## src/rtl/axis_pkg.sv

```systemverilog
// Shared AXI-Stream constants and helpers.
// Pointer sizing lives here so every block computes the same width.
package axis_pkg;

    localparam int AXIS_WIDTH_DEF = 8;

    // ceil(log2(n)); returns 0 for n <= 1
    function automatic int clog2(input int n);
        int r;
        r = 0;
        for (int i = 0; i < 31; i++) begin
            if ((1 << i) < n) r = i + 1;
        end
        return r;
    endfunction

endpackage

```

## src/rtl/axis_fifo_if.sv

```systemverilog
// AXI-Stream channel bundle: data, end-of-packet, and valid/ready handshake.
// The master drives tdata/tvalid/tlast; the slave drives tready.
interface axis_fifo_if #(
    parameter int W = 8
);
    logic [W-1:0] tdata;
    logic         tvalid;
    logic         tready;
    logic         tlast;

    modport master (output tdata, output tvalid, output tlast, input  tready);
    modport slave  (input  tdata, input  tvalid, input  tlast, output tready);
endinterface

```

## src/rtl/axis_fifo_ram.sv

```systemverilog
// Simple dual-port storage: registered write, combinational read.
// The async read is what gives the FIFO its first-word fall-through.
module axis_fifo_ram #(
    parameter int DW      = 9,
    parameter int c_DEPTH = 16,
    parameter int AW      = 4
) (
    input  logic          clk,
    input  logic          we,
    input  logic [AW-1:0] waddr,
    input  logic [DW-1:0] wdata,
    input  logic [AW-1:0] raddr,
    output logic [DW-1:0] rdata
);
    logic [DW-1:0] mem [c_DEPTH];

    always_ff @(posedge clk) begin
        if (we) mem[waddr] <= wdata;
    end

    assign rdata = mem[raddr];
endmodule

```

## src/rtl/axis_fifo.sv

```systemverilog
// Single-clock AXI-Stream FIFO with first-word fall-through.
// Pointers carry an extra wrap bit so full and empty are told apart without a counter.
module axis_fifo
    import axis_pkg::*;
#(
    parameter  int c_WIDTH = AXIS_WIDTH_DEF,
    parameter  int c_DEPTH = 16,
    localparam int AW      = clog2(c_DEPTH),
    localparam int PW      = AW + 1
) (
    input  logic          clk,
    input  logic          rst,
    axis_fifo_if.slave    s_axis,
    axis_fifo_if.master   m_axis,
    output logic [PW-1:0] count
);
    logic [PW-1:0]      wr_ptr, rd_ptr;
    logic               full, empty, push, pop;
    logic [c_WIDTH:0]   rd_word;

    assign empty = (wr_ptr == rd_ptr);
    assign full  = (wr_ptr[AW-1:0] == rd_ptr[AW-1:0]) && (wr_ptr[AW] != rd_ptr[AW]);
    assign count = wr_ptr - rd_ptr;

    // Flags come from registered pointers only; rst masks them so nothing
    // handshakes while the pointers are being cleared.
    assign s_axis.tready = !full  && !rst;
    assign m_axis.tvalid = !empty && !rst;

    assign push = s_axis.tvalid && s_axis.tready;
    assign pop  = m_axis.tvalid && m_axis.tready;

    always_ff @(posedge clk) begin
        if (rst) begin
            wr_ptr <= '0;
            rd_ptr <= '0;
        end else begin
            if (push) wr_ptr <= wr_ptr + PW'(1);
            if (pop)  rd_ptr <= rd_ptr + PW'(1);
        end
    end

    // Head slot is never written while occupied, so the output holds until popped.
    axis_fifo_ram #(
        .DW      (c_WIDTH + 1),
        .c_DEPTH (c_DEPTH),
        .AW      (AW)
    ) u_ram (
        .clk   (clk),
        .we    (push),
        .waddr (wr_ptr[AW-1:0]),
        .wdata ({s_axis.tlast, s_axis.tdata}),
        .raddr (rd_ptr[AW-1:0]),
        .rdata (rd_word)
    );

    assign m_axis.tdata = rd_word[c_WIDTH-1:0];
    assign m_axis.tlast = rd_word[c_WIDTH];
endmodule

```

## src/flat_wrapper.sv

```systemverilog
// flat-port wrapper written by rule: the top's interface ports become plain ports
module axis_fifo_flat import axis_pkg::*;
#(
    parameter  int c_WIDTH = AXIS_WIDTH_DEF,
    parameter  int c_DEPTH = 16,
    localparam int AW      = clog2(c_DEPTH),
    localparam int PW      = AW + 1
)
  (clk, rst, count, s_axis_tdata, s_axis_tvalid, s_axis_tlast, s_axis_tready, m_axis_tdata, m_axis_tvalid, m_axis_tlast, m_axis_tready);
  axis_fifo_if #(.W(8)) s_axis_i ();
  axis_fifo_if #(.W(8)) m_axis_i ();
  input  logic clk;
  input  logic rst;
  output logic [PW-1:0] count;
  input wire logic [$bits(s_axis_i.tdata)-1:0] s_axis_tdata;
  input wire logic [$bits(s_axis_i.tvalid)-1:0] s_axis_tvalid;
  input wire logic [$bits(s_axis_i.tlast)-1:0] s_axis_tlast;
  output wire logic [$bits(s_axis_i.tready)-1:0] s_axis_tready;
  output wire logic [$bits(m_axis_i.tdata)-1:0] m_axis_tdata;
  output wire logic [$bits(m_axis_i.tvalid)-1:0] m_axis_tvalid;
  output wire logic [$bits(m_axis_i.tlast)-1:0] m_axis_tlast;
  input wire logic [$bits(m_axis_i.tready)-1:0] m_axis_tready;
  assign s_axis_i.tdata = s_axis_tdata;
  assign s_axis_i.tvalid = s_axis_tvalid;
  assign s_axis_i.tlast = s_axis_tlast;
  assign s_axis_tready = s_axis_i.tready;
  assign m_axis_tdata = m_axis_i.tdata;
  assign m_axis_tvalid = m_axis_i.tvalid;
  assign m_axis_tlast = m_axis_i.tlast;
  assign m_axis_i.tready = m_axis_tready;
  axis_fifo #(.c_WIDTH(c_WIDTH), .c_DEPTH(c_DEPTH)) u_core (.clk(clk), .rst(rst), .s_axis(s_axis_i), .m_axis(m_axis_i), .count(count));
endmodule
```

## config.mk

```make
export PLATFORM = sky130hd
export DESIGN_NAME = axis_fifo_flat
export DESIGN_NICKNAME = d
export VERILOG_FILES = /design/src/rtl/axis_pkg.sv /design/src/rtl/axis_fifo_if.sv /design/src/rtl/axis_fifo_ram.sv /design/src/rtl/axis_fifo.sv /design/src/flat_wrapper.sv
export SDC_FILE = /design/constraint.sdc
export NUM_CORES = 1
export LEC_CHECK = 0
export CAP_MARGIN = 40
export CORE_MARGIN = 1.5
export CORE_UTILIZATION = 50
export DETAILED_ROUTE_END_ITERATION = 12
export GPL_ROUTABILITY_DRIVEN = 0
export PLACE_DENSITY = 0.72
export SLEW_MARGIN = 0
export SYNTH_ARGS = -nofsm -noshare
export SYNTH_HDL_FRONTEND = slang
export SYNTH_SLANG_ARGS = --single-unit
```

## constraint.sdc

```tcl
create_clock -name clk -period 2.9 [get_ports clk]
set_input_delay 0.58 -clock clk [delete_from_list [all_inputs] [get_ports clk]]
set_output_delay 0.58 -clock clk [all_outputs]
set_load 0.01 [all_outputs]
```

==> results of run 1 <==
-- area by class of cell --
| type | instances | area (um^2) | share of cell area |
|---|---|---|---|
| timing repair buffer | 61 | 608 | 0.0785 |
| sequential | 158 | 4610 | 0.595 |
| clock inverter | 14 | 198 | 0.0255 |
| tap | 172 | 215 | 0.0278 |
| multi-input combinational | 155 | 1660 | 0.215 |
| clock buffer | 18 | 429 | 0.0554 |
| inverter | 7 | 26.3 | 0.00339 |
-- worst register-to-register path: stages (launching register included) --
cell and delay (ps):
dfxtp_1 360, inv_1 80, ha_1 340, nand4_1 200, buf_4 190, buf_4 130
or2b_1 270, nand3_1 200, nor2_1 90, buf_4 200
-- Yosys cell counts, drive strengths merged (3+ instances only) --
library cell / n
a22oi: 18
dfxtp: 14
inv: 7
a21oi: 5
mux4: 36
xnor2: 5
xor2: 7
ha: 9
nor2: 32
nand2: 14
o211ai: 4
clkbuf: 8
edfxtp: 144
nand3: 3
o21ai: 4
buf: 6
-- per-stage QoR --
step	setup TNS [ps]	worst slack, ps	instance area, um^2	utilization	hold WS [ps]
floorplan	0	652	6420	-	502
global placement	0	251	7010	0.558	535
detailed placement	0	211	7010	0.558	545
CTS	-70.6	-70.6	7720	0.614	559
global route	0	2.62	7750	0.617	557
finish	0	80.3	7750	0.617	515
-- power groups by stage --
stage | logic, W | clock network (W) | registers, W
after floorplan | 0.000490 | 0 | 0.00257
after global placement | 0.000728 | 0 | 0.00258
after detailed placement | 0.000735 | 0 | 0.00258
after CTS | 0.000815 | 0.00237 | 0.00254
after global routing | 0.000891 | 0.00247 | 0.00255
final | 0.000824 | 0.00234 | 0.00254
-- routing by layer --
layer / up-vias / track usage / routed length (um)
met3: 13 / 0.0535 / 645
met2: 108 / 0.333 / 6240
met5: - / 0 / 0
met1: 1703 / 0.269 / 5500
li1: 1481 / - / -
met4: 0 / 0.0683 / 168
-- logic make-up (layout without fill, tap and decap cells) --
logic type	Yosys count	in the layout	synth area share
simple gates	62	62	0.0433
buf+inv	21	100	0.0267
xor+xnor	12	12	0.0175
flops	158	158	0.717
compound gates	34	34	0.0364
mux	37	37	0.138
fa+ha+maj	10	10	0.0207
-- registers in the layout, indices dropped and copies added (netlist names), named ones only --
name and flops:
u_core.u_ram.mem 144, u_core.rd_ptr 5, u_core.wr_ptr 5
-- path summary, 6_finish.rpt --
path	startpoint	end	slack, ps	cells after the start
hold / removal	u_core.wr_ptr[1]	u_core.wr_ptr[1]	510	2
setup reg to reg	u_core.rd_ptr[2]	u_core.u_ram.mem[13][0]	600	9
setup / recovery	flop	m_axis_tdata[2]	80	5
hold reg to reg	u_core.wr_ptr[1]	u_core.wr_ptr[1]	510	2
-- repair_timing --
item,CTS,global route
hold buffers,0,0
setup endpoints to repair,10,8
buffers inserted,1,2
resized for setup,21,8
pin swaps,0,1
gates cloned,2,0
==> flow_metrics.env, run 1 <==
export IMPL_overflow=0
export IMPL_min_period_ps=2820
export IMPL_comb_power_share=0.144
export IMPL_arrival_ps=2240
export IMPL_async_flop_share=0
export IMPL_numClockSinks=158
export IMPL_io_pins=29
export IMPL_leakagePower_nw=2.62
export IMPL_num_rows=41
export IMPL_crit_path_max_incr_delay_ps=560
export IMPL_drc=0
export IMPL_power_density_mw_per_mm2=736
export IMPL_slowest_stage="mux4_1"
export IMPL_ys_seq_area_frac=0.717
export IMPL_setup_violations=0
export IMPL_cp_end_kind="primary output"
export IMPL_nets=423
export IMPL_p_clk_frac=0.410
export IMPL_max_vdd_ir_drop_v=0.000390
export IMPL_power_w=0.00570
export IMPL_crit_fanout=6
export IMPL_hold_viol=0
export IMPL_vias=3305
export IMPL_via_per_inst=5.65
export IMPL_area_delta_synth_final_pct=20.7
export IMPL_cp_top_family="buffers and inverters"
export IMPL_track_usage=0.204
export IMPL_dr_pass1_iters=5
export IMPL_slew_violations=0
export IMPL_slew_headroom=0.582
export IMPL_drt_iter0_drc=344
export IMPL_ys_ff_latch=158
export IMPL_cts_reportedPaths_clkPinSlew_ps=60
export IMPL_drtAntennaViolNets=0
export IMPL_ys_top_cells_by_area="edfxtp_1 (67%), mux4_1 (7.4%), mux4_2 (6.3%), dfxtp_1 (4.4%), a22oi_1 (2.1%)"
export IMPL_dieArea_mm2=0.0135
export IMPL_synth_distinct_cells=34
export IMPL_first_global_vias=3352
export IMPL_place_inst=548
export IMPL_maxCapViolCount=0
export IMPL_syn_nets=357
export IMPL_initial_core_util=0.511
export IMPL_worstMarginPinSlew_ps=626
export IMPL_yosysWarnings=0
export IMPL_switching_share=0.212
export IMPL_clockRootBuffer="clkbuf_16"
export IMPL_die_w_um=116
export IMPL_worst_path_buf_inv=2
export IMPL_grt_pass1_wl_um=19100
export IMPL_rsz0062_at_grt="no"
export IMPL_required_ps=2320
export IMPL_synth_edf_count=144
export IMPL_clock_path_buffers=2
export IMPL_io_buffers=28
export IMPL_die_h_um=116
export IMPL_antenna_found_initial=0
export IMPL_hpwlAfterDp_um=7810
export IMPL_startpoint_type="flop"
export IMPL_clkLatencyLatePin_ps=420
export IMPL_layout_cells_most_common="edfxtp_1"
export IMPL_synth_flop_cell="edfxtp_1"
export IMPL_antenna_cells=0
export IMPL_coreArea_mm2=0.0126
export IMPL_pwr_share_seq=0.446
export IMPL_grt_max_degree=37
export IMPL_fin_crit_sh=0.972
export IMPL_cts_made_buffers=17
export IMPL_crit_type="reg2out"
export IMPL_nFillCells=902
export IMPL_max_freq_mhz=355
export IMPL_status="finished clean"
export IMPL_final_cell_mix="edfxtp_1 (144), nor2_1 (31), buf_4 (27)"
export IMPL_synth_cell_area_mm2=0.00642
export IMPL_crit_path_cell_trace="bufbuf_16 > mux4_1 > a22oi_1 > nand2_1 > dlygate4sd2_1"
export IMPL_synth_cells=334
export IMPL_finClkSkew_ps=5.14
export IMPL_synth_top_area_frac=0.673
export IMPL_hp_class="reg2reg"
export IMPL_intPower_w=0.00449
export IMPL_synth_top_area_cell="edfxtp_1"
export IMPL_drive_above_1_share=0.235
export IMPL_ctsHtreeMaxLevel=4
export IMPL_p_sw_w=0.00121
export IMPL_totalWireLength_um=12600
export IMPL_cts_tree="done"
export IMPL_stdcell_count=585
export IMPL_wl_per_cell_um=21.5
export IMPL_syn_mean_instance_area_um2=19.2
(Power assumes the default switching activity.)
==> run 2: changes to the inputs <==
GPL_ROUTABILITY_DRIVEN = unset   (was 0)
clock period = 2.63 ns   (was 2.9 ns; I/O delays follow)
==> flow_metrics.env, run 2 (synthesized netlist as in run 1, its figures left out) <==
export IMPL_clockRootBuffer="clkbuf_16"
export IMPL_coreArea_mm2=0.0126
export IMPL_slowest_stage="mux4_2"
export IMPL_drc=0
export IMPL_regToRegSetupSlack_ps=220
export IMPL_dieArea_mm2=0.0135
export IMPL_wl_per_cell_um=22.2
export IMPL_required_ps=2100
export IMPL_track_usage=0.220
export IMPL_layout_cells_most_common="edfxtp_1"
export IMPL_crit_path_cell_trace="buf_16 > buf_4 > buf_4 > mux4_2 > a22oi_2 > nand2_1 > buf_2"
export IMPL_multi_input_area_mm2=0.00169
export IMPL_drive_above_1_share=0.364
export IMPL_num_rows=41
export IMPL_top_regs="u_core.u_ram.mem: 144 flops, u_core.rd_ptr: 5 flops, u_core.wr_ptr: 5 flops"
export IMPL_antenna_cells=0
export IMPL_totalWireLength_um=13500
export IMPL_worst_slack_ps=-10.4
export IMPL_setup_violations=3
export IMPL_overflow=0
export IMPL_clock_path_buffers=2
export IMPL_antenna_found_initial=0
export IMPL_slew_violations=0
export IMPL_power_w=0.00656
export IMPL_fin_util=0.632
export IMPL_dr_pass1_iters=4
export IMPL_seqCellArea_mm2=0.00462
export IMPL_crit_path_max_incr_delay_ps=510
export IMPL_final_cell_mix="edfxtp_1 (144), buf_4 (42), mux4_2 (32)"
export IMPL_rsz0062_at_grt="yes"
export IMPL_hold_viol=0
export IMPL_cts_reportedPaths_clkPinSlew_ps=70
export IMPL_fin_crit_sh=1.00
export IMPL_ctsHtreeMaxLevel=4
export IMPL_arrival_ps=2110
export IMPL_drt_iter0_drc=284
export IMPL_nFillCells=856
export IMPL_cp_top_family="multiplexers"
export IMPL_leakagePower_nw=2.69
export IMPL_violations="setup timing"
export IMPL_cts_tree="done"
export IMPL_drtAntennaViolNets=0
export IMPL_io_pins=29
export IMPL_crit_type="reg2out"
export IMPL_initial_core_util=0.511
export IMPL_max_freq_mhz=379
export IMPL_maxCapViolCount=0
export IMPL_vias=3355
export IMPL_power_density_mw_per_mm2=826
export IMPL_nets=444
export IMPL_max_vdd_ir_drop_v=0.000486
export IMPL_cp_end_kind="primary output"
export IMPL_area_delta_synth_final_pct=23.7
export IMPL_largest_reg_flops=144
export IMPL_finClkSkew_ps=14.7
export IMPL_first_global_vias=3505
export IMPL_gp_congestion=0.780
export IMPL_status="complete, but fails checks"
export IMPL_cts_made_buffers=17
export IMPL_hpwlAfterDp_um=7770
export IMPL_die_h_um=116
export IMPL_cpMostUsedCell="buf_4"
export IMPL_startpoint_type="flop"
export IMPL_via_per_inst=5.54
export IMPL_die_w_um=116
export IMPL_top_register="u_core.u_ram.mem"
export IMPL_slew_headroom=0.565
export IMPL_crit_fanout=5
export IMPL_worstMarginPinSlew_ps=653
export IMPL_grt_max_degree=37
export IMPL_min_period_ps=2640
export IMPL_worst_path_buf_inv=4
export IMPL_postCtsHoldBufs=0
export IMPL_whs_ps=541
export IMPL_io_buffers=28
export IMPL_numClockSinks=158
export IMPL_clkLatencyLatePin_ps=430
export IMPL_grt_pass1_wl_um=20400
export IMPL_hp_class="reg2reg"
[run 2: path summary, 6_finish.rpt]
check             cells after the start             start               end
hold reg to reg                       2  u_core.wr_ptr[1]  u_core.wr_ptr[1]
setup / recovery                      7              flop   m_axis_tdata[1]
hold / removal                        2  u_core.wr_ptr[1]  u_core.wr_ptr[1]
setup reg to reg                     13  u_core.rd_ptr[2]              flop
[run 2: routing by layer]
layer	up-vias	wire length, um	global-route usage
li1	1515	-	-
met1	1712	5600	0.280
met2	117	6830	0.351
met3	11	875	0.0695
met4	0	179	0.0951
met5	-	0	0
[run 2: repair_timing]
| action | CTS | global route |
|---|---|---|
| endpoints found under the setup margin | 15 | 15 |
| setup buffers | 25 | 5 |
| resized for setup | 76 | 21 |
| gates cloned | 2 | 0 |
| pin swaps | 18 | 15 |
[run 2: stage by stage]
| stage | worst slack [ps] | instance area [um^2] | TNS, ps | std cells |
|---|---|---|---|---|
| final | -10.4 | 7940 | -13.3 | 606 |
| after global routing | -101 | 7940 | -327 | 606 |
| after CTS | -88.9 | 7950 | -497 | 605 |
| after detailed placement | 62.2 | 7010 | 0 | 546 |
| after global placement | 93.6 | 7010 | 0 | 546 |
| after floorplan | 382 | 6420 | 0 | 334 |
[run 2: where the power goes]
group          switching (W)  total [W]  leakage, nW  internal, W
Sequential         0.0000374    0.00281         1.41      0.00277
Clock                0.00101    0.00262        0.309      0.00161
Combinational       0.000465    0.00114        0.966     0.000670
Total                0.00151    0.00656         2.69      0.00505
[run 2: final cells by class]
type,instances,area share
clock buffers,18,0.0540
clock inverters,14,0.0261
inverters,7,0.00331
multi-input cells,155,0.213
flip-flops and latches,158,0.581
well taps,172,0.0271
repair buffers,82,0.0953
[run 2: worst reg2reg max path, delay by kind of cell, from the launching register on]
family	cells	cell delay, ps
flip-flops	1	370
multiplexers	1	250
AND/OR/NAND/NOR	2	200
adder cells (fa/ha/maj)	1	310
AO/OA/AOI/OAI	1	160
buffers and inverters	8	1020
==> run 3: changes to the inputs <==
CAP_MARGIN = 20   (was 40)
GPL_ROUTABILITY_DRIVEN = 1   (was unset)
==> results of run 3 <==
The final DEF is identical to that of run 2; final timing and power are the same.
